File: src/rtl/router_fsm.sv
// Control FSM for the 3x1 router: decodes the header address, sequences the input
// register block and stalls the source. Optional WAIT_TILL_EMPTY timeout: ROUTER_FSM_TIMEOUT_EN.
module router_fsm #(
   parameter int WAIT_CYCLES = 30
) (
   input  logic       clk,
   input  logic       rst,
   input  logic       pkt_valid,
   input  logic [1:0] din,
   input  logic       fifo_full,
   input  logic [2:0] fifo_empty,
   input  logic [2:0] soft_reset,
   input  logic       parity_done,
   input  logic       low_pkt_valid,
   output logic [1:0] sel_addr,
   output logic       write_enb_reg,
   output logic       detect_addr,
   output logic       lfd_state,
   output logic       ld_state,
   output logic       laf_state,
   output logic       full_state,
   output logic       rst_int_reg,
   output logic       busy,
   output logic       pkt_drop
);

   localparam logic [2:0] DECODE_ADDRESS     = 3'd0;
   localparam logic [2:0] LOAD_FIRST_DATA    = 3'd1;
   localparam logic [2:0] LOAD_DATA          = 3'd2;
   localparam logic [2:0] FIFO_FULL_STATE    = 3'd3;
   localparam logic [2:0] LOAD_AFTER_FULL    = 3'd4;
   localparam logic [2:0] LOAD_PARITY        = 3'd5;
   localparam logic [2:0] CHECK_PARITY_ERROR = 3'd6;
   localparam logic [2:0] WAIT_TILL_EMPTY    = 3'd7;

   logic [2:0] state_q, state_d;
   logic [1:0] sel_addr_q, sel_addr_d;
   logic       soft_rst_hit;
   logic       timeout;

   // Only the soft reset of the FIFO this packet targets can abort it.
   assign soft_rst_hit = (state_q != DECODE_ADDRESS) && soft_reset[sel_addr_q];

`ifdef ROUTER_FSM_TIMEOUT_EN
   localparam logic [4:0] CNT_LAST = 5'(WAIT_CYCLES - 1);
   logic [4:0] wait_cnt_q, wait_cnt_d;

   assign wait_cnt_d = (state_q == WAIT_TILL_EMPTY) ? wait_cnt_q + 5'd1 : 5'd0;
   assign timeout    = (state_q == WAIT_TILL_EMPTY) && (wait_cnt_q == CNT_LAST) &&
                       !fifo_empty[sel_addr_q];

   always_ff @(posedge clk) begin
      if (!rst) wait_cnt_q <= 5'd0;
      else      wait_cnt_q <= wait_cnt_d;
   end
`else
   assign timeout = 1'b0;
`endif

   always_comb begin
      state_d    = state_q;
      sel_addr_d = sel_addr_q;
      if (soft_rst_hit) begin
         state_d = DECODE_ADDRESS;
      end else if (timeout) begin
         state_d = DECODE_ADDRESS;
      end else begin
         case (state_q)
            DECODE_ADDRESS: begin
               if (pkt_valid && (din != 2'b11)) begin
                  sel_addr_d = din;
                  state_d    = fifo_empty[din] ? LOAD_FIRST_DATA : WAIT_TILL_EMPTY;
               end
            end
            LOAD_FIRST_DATA: state_d = LOAD_DATA;
            LOAD_DATA: begin
               if (fifo_full)       state_d = FIFO_FULL_STATE;
               else if (!pkt_valid) state_d = LOAD_PARITY;
            end
            FIFO_FULL_STATE: if (!fifo_full) state_d = LOAD_AFTER_FULL;
            LOAD_AFTER_FULL: begin
               if (parity_done)        state_d = DECODE_ADDRESS;
               else if (low_pkt_valid) state_d = LOAD_PARITY;
               else                    state_d = LOAD_DATA;
            end
            LOAD_PARITY: state_d = CHECK_PARITY_ERROR;
            CHECK_PARITY_ERROR: state_d = fifo_full ? FIFO_FULL_STATE : DECODE_ADDRESS;
            WAIT_TILL_EMPTY: if (fifo_empty[sel_addr_q]) state_d = LOAD_FIRST_DATA;
            default: state_d = DECODE_ADDRESS;
         endcase
      end
   end

   always_ff @(posedge clk) begin
      if (!rst) begin
         state_q    <= DECODE_ADDRESS;
         sel_addr_q <= 2'd0;
      end else begin
         state_q    <= state_d;
         sel_addr_q <= sel_addr_d;
      end
   end

   assign sel_addr      = sel_addr_q;
   assign detect_addr   = (state_q == DECODE_ADDRESS);
   assign lfd_state     = (state_q == LOAD_FIRST_DATA);
   assign ld_state      = (state_q == LOAD_DATA);
   assign laf_state     = (state_q == LOAD_AFTER_FULL);
   assign full_state    = (state_q == FIFO_FULL_STATE);
   assign rst_int_reg   = (state_q == CHECK_PARITY_ERROR);
   assign write_enb_reg = (state_q == LOAD_DATA) || (state_q == LOAD_PARITY) ||
                          (state_q == LOAD_AFTER_FULL);
   assign busy          = !((state_q == DECODE_ADDRESS) || (state_q == LOAD_DATA));
   // A soft reset outranks the timeout, so no drop is reported when it fires.
   assign pkt_drop      = timeout && !soft_rst_hit;

endmodule

File: config.mk
export PLATFORM = sky130hd
export DESIGN_NAME = router_fsm
export DESIGN_NICKNAME = d
export VERILOG_FILES = /design/src/rtl/router_fsm.sv
export SDC_FILE = /design/constraint.sdc
export NUM_CORES = 1
export LEC_CHECK = 0
export CAP_MARGIN = 40
export CORE_AREA = 2 2 39 41
export CTS_CLUSTER_DIAMETER = 100
export DETAILED_ROUTE_END_ITERATION = 10
export DIE_AREA = 0 0 41 43
export DONT_BUFFER_PORTS = 1
export PLACE_DENSITY_LB_ADDON = 0.1
export REMOVE_ABC_BUFFERS = 1
export SLEW_MARGIN = 20
export SYNTH_ARGS = -nofsm -noshare
export SYNTH_HDL_FRONTEND = slang
export SYNTH_SLANG_ARGS = --single-unit
File: constraint.sdc
create_clock -name clk -period 2.51 [get_ports clk]
set_clock_uncertainty 0.2 [all_clocks]
set_input_delay 0.251 -clock clk [delete_from_list [all_inputs] [get_ports clk]]
set_output_delay 0.251 -clock clk [all_outputs]
set_load 0.005 [all_outputs]
# Word level (Yosys, flattened, before mapping)

Cells that the tools add are included.

Magnitude comparators: 2
Equality and inequality tests: 12
Multiplexer cells: 16
Bitwise gates (word level): 2
Reduce and logical (&&, ||, !) cells: 11

Operators by type and width:

| operator           | count |
|---|---|
| $mux 3             | 8 |
| $pmux 3 s8         | 1 |
| $eq 3x3->1 const B | 4 |
| $bmux 1 s2         | 3 |
| $eq 3x2->1 const B | 2 |
| $lt 2x3->1 const B | 2 |
| $ne 2x2->1 const B | 3 |
| $reduce_and 4->1   | 1 |
| $eq 3x1->1 const B | 1 |
| $logic_not 3->1    | 1 |
| $logic_or 1x1->1   | 3 |
| $mux 1             | 3 |
| $ne 3x3->1 const B | 1 |
| $reduce_and 3->1   | 1 |
| $reduce_bool 3->1  | 1 |
| $logic_and 1x1->1  | 2 |
| $mux 2             | 1 |
| $ne 2x1->1 const B | 1 |
| $not 1->1          | 2 |
| $reduce_or 2->1    | 1 |
| $logic_not 1->1    | 1 |

Register bits after elaboration: 5
Input bits: 14
Output and inout bits: 11
Word-level logic and storage cells: 45

# Logic depth before layout (Yosys ltp)

Depth after elaboration: 5
Depth in mapped cells: 5
Mapped depth without buffers: 4

# Least setup slack after synthesis

OpenSTA, ideal clock, no wires.

Path kind: reg2out
Start: register state_q[0]
End: output write_enb_reg
Data arrival time: 0.948 ns
Data required time: 2.059 ns
Slack: 1.111 ns
Cell stages (with the launch flop): 4
Path buffers: 0
Path through: dfxtp_1 nand2b_1 nor2_1 or2_2

Longest elaborated chain between the ends: 3
Elaborated cells between the ends (all ways): 5
Classes of those cells: eq/ne (3); reduce/logical (2)

RTL lines:

| what                          | RTL line | text |
|---|---|---|
| start: declaration            | 36       | `logic [2:0] state_q, state_d;` |
| start signal: assignment      | 99       | `state_q <= state_d;` |
| $eq 3x2->1                    | n/a      |  |
| named net ld_state            | 19       | `output logic ld_state,` |
| $logic_or 1x1->1 (2 in a row) | 111      | `assign write_enb_reg = (state_q == LOAD_DATA) \|\| (state_q == LOAD_PARITY) \|\|` |
| end: declaration              | 16       | `output logic write_enb_reg,` |

The timed path passes the listed nets, and every way through them passes these cells.

# Worst setup path after layout

Same ends and word-level chain as after synthesis.

==> metrics.yaml <==
synthesis:
  synth_cells: 60
  yosys.area.top_type_share_pct: 20.6
  syn_area_um2: 485
  ys_top_cells_by_area: "dfxtp_1, mux2i_1, o211a_1, nor2_1, nand3b_1"
  synth.avg_cell_area_um2: 8.09
  synth_cell_type_count: 32
  ys_seq_elements: 5
  synth_top_area_cell: "dfxtp_1"
  yosysWarnings: 0
  ys_seq_area_share_pct: 20.6
clock_tree:
  cts_buffer_depth: 2
  clk_latency_ns: 0.24
  cts.sinks: 5
  clock-root-buffer: "clkbuf_4"
  clk_pin_slew_ns: 0.04
  cts_buffers: 3
  cts_max_level: 1
  cts-resized-gates: 0
  cts_tree: "done"
timing:
  period_share_pct: 78.0
  hold_viol: 0
  drv_slew: 0
  finalSetupTns_ns: 0
  rsz0062_at_grt: "false"
  setup_violations: 0
  finalCriticalPeriod_ns: 1.96
  fmax_mhz: 511
routing:
  num_vias: 458
  routed_wl_mm: 1.18
  drtIter0Drc: 6
  drcViolationCount: 0
  avgViaCountPerCell: 5.80
  post_drt_wl_per_cell_um: 15.0
  ant_nets: 0
  dr.pass1.iters: 4
floorplan:
  die_x_um: 41
  core_mm2: 0.00138
  pin_count: 25
  die_area_mm2: 0.00176
  start_util_pct: 35.1
  dieHeight_um: 43
  num_rows: 14
placed_design:
  place_congestion: 0.687
  port-buffer-count: 0
  placedCellCount: 72
  dp_hpwl_um: 902
worst_hold_path:
  worstHoldPathType: "primary input to register"
power_and_ir_drop:
  leakage_nw: 0.218
  ir_worst_vdd_mv: 0.610
  p_per_area_mw_per_mm2: 977
grt:
  grt_pass1_vias: 412
  grt_pass1_wl_mm: 1.69
  grt_usage_pct: 14.4
  antenna_found_initial: 0
  grt_overflow: 0
  grt_max_degree: 14
worst_setup_path:
  r2r-end: "state_q[1]$_SDFFE_PP0P_"
  critPathArrivalTime_ns: 1.51
  regToRegSetupSlack_ns: 0.83
  reg2reg_depth: 4
  cp-startpoint: "state_q[0]$_SDFFE_PP0P_"
  worst_setup_path_start_kind: "register"
  endpoint: "write_enb_reg"
  crit_required_ns: 2.06
  critPathMaxFanout: 13
  rr_startpoint: "state_q[0]$_SDFFE_PP0P_"
  worst-setup-path-type: "register to output port"
  crit_path_end_kind: "output port"
final_layout:
  final_layout_size_suffix_gt1_share_pct: 15.9
  layout_common_cells: "nor2_1, dfxtp_1, o21ai_0"
  multiInputGateArea_um2: 349
  antennaDiodeCount: 0
  layout_commonest_cell: "nor2_1"
  fin_util_pct: 38.5
  final_cell_count_no_fill: 79
  area_delta_synth_final_pct: 9.79
  fillers: 163
  nNetsFinal: 78
  register_area_um2: 100
outcome:
  status: "finished, final reports clean"
job:
  drv_cap: 0
-- cell families after synthesis --
logic type      after synthesis  synth area share (%)
simple gates                 24                  28.6
compound gates               21                  36.3
buf+inv                       6                  7.48
flops                         5                  20.6
mux                           3                  6.19
other cells                   1                 0.772
-- worst max-delay path, stage by stage (launching register included) --
cell      delay, ns
dfxtp_1        0.58
nand2b_1       0.27
nor2_1         0.09
or2_2          0.32
-- stage by stage --
step | total power, mW | cell area [µm²] | setup slack [ns] | hold WS, ns
floorplan | 0.375 | 457 | 0.949 | 0.184
global placement | 0.436 | 477 | 0.815 | 0.194
detailed placement | 0.435 | 477 | 0.796 | 0.193
CTS | 0.531 | 513 | 0.534 | 0.00524
global route | 0.578 | 533 | 0.463 | 0.0417
finish | 0.521 | 533 | 0.552 | 0.0532
-- Yosys cell counts (all sizes together) --
cell type and number:
nor2 7, dfxtp 5, buf 4, o21ai 4, mux2i 3, nand2 3
nand3b 3, o211a 3, o211ai 3, or2 3, inv 2, nand2b 2
nor2b 2, o221a 2, o221ai 2, a21boi 1, a21oi 1, a22oi 1
a32oi 1, and3 1, conb 1, nand3 1, nor3 1, nor3b 1
o22ai 1, o2bb2ai 1, o31a 1
-- layer usage --
layer,vias up,part of all wire [%],GRT usage [%]
met4,0,0,2.00
li1,230,-,-
met5,-,0,0
met2,24,47,21.3
met1,204,43,17.0
met3,0,9.6,10.5
-- how the worst min path moves through the flow --
stage / slack (ns) / end / cells after the start / from
finish: 0.05 / state_q[0]$_SDFFE_PP0P_ / 2 / rst
global route: 0.04 / state_q[0]$_SDFFE_PP0P_ / 2 / rst
CTS: 0.005 / sel_addr[1]$_SDFFE_PN0P_ / 1 / din[1]
detailed placement: 0.19 / state_q[2]$_SDFFE_PP0P_ / 1 / rst
global placement: 0.19 / state_q[2]$_SDFFE_PP0P_ / 1 / rst
floorplan: 0.18 / state_q[1]$_SDFFE_PP0P_ / 1 / rst
-- repair_timing --
item / 4_1_cts / 5_1_grt
endpoints found under the hold margin: 4 / 2
endpoints found under the setup margin: 0 / 0
hold buffers: 1 / 2
setup buffers: 0 / 0
-- sequential cells by signal (all words and copies together) (netlist names) --
name      flops
sel_addr      2
state_q       3
-- final cells by class --
class,instances,share of cell area [%]
inverter,2,1.41
tap,16,3.76
clock buffer,4,4.93
sequential,5,18.8
multi-input combinational,49,65.5
timing repair buffer,3,5.63
-- where the power goes --
| group | switching (mW) | total, mW | internal (mW) | leakage (nW) |
|---|---|---|---|---|
| clock | 0.0312 | 0.0912 | 0.0600 | 0.0150 |
| combinational | 0.127 | 0.253 | 0.126 | 0.162 |
| sequential | 0.0711 | 0.177 | 0.106 | 0.0411 |
Note: power is estimated with default switching activity, not from simulation.
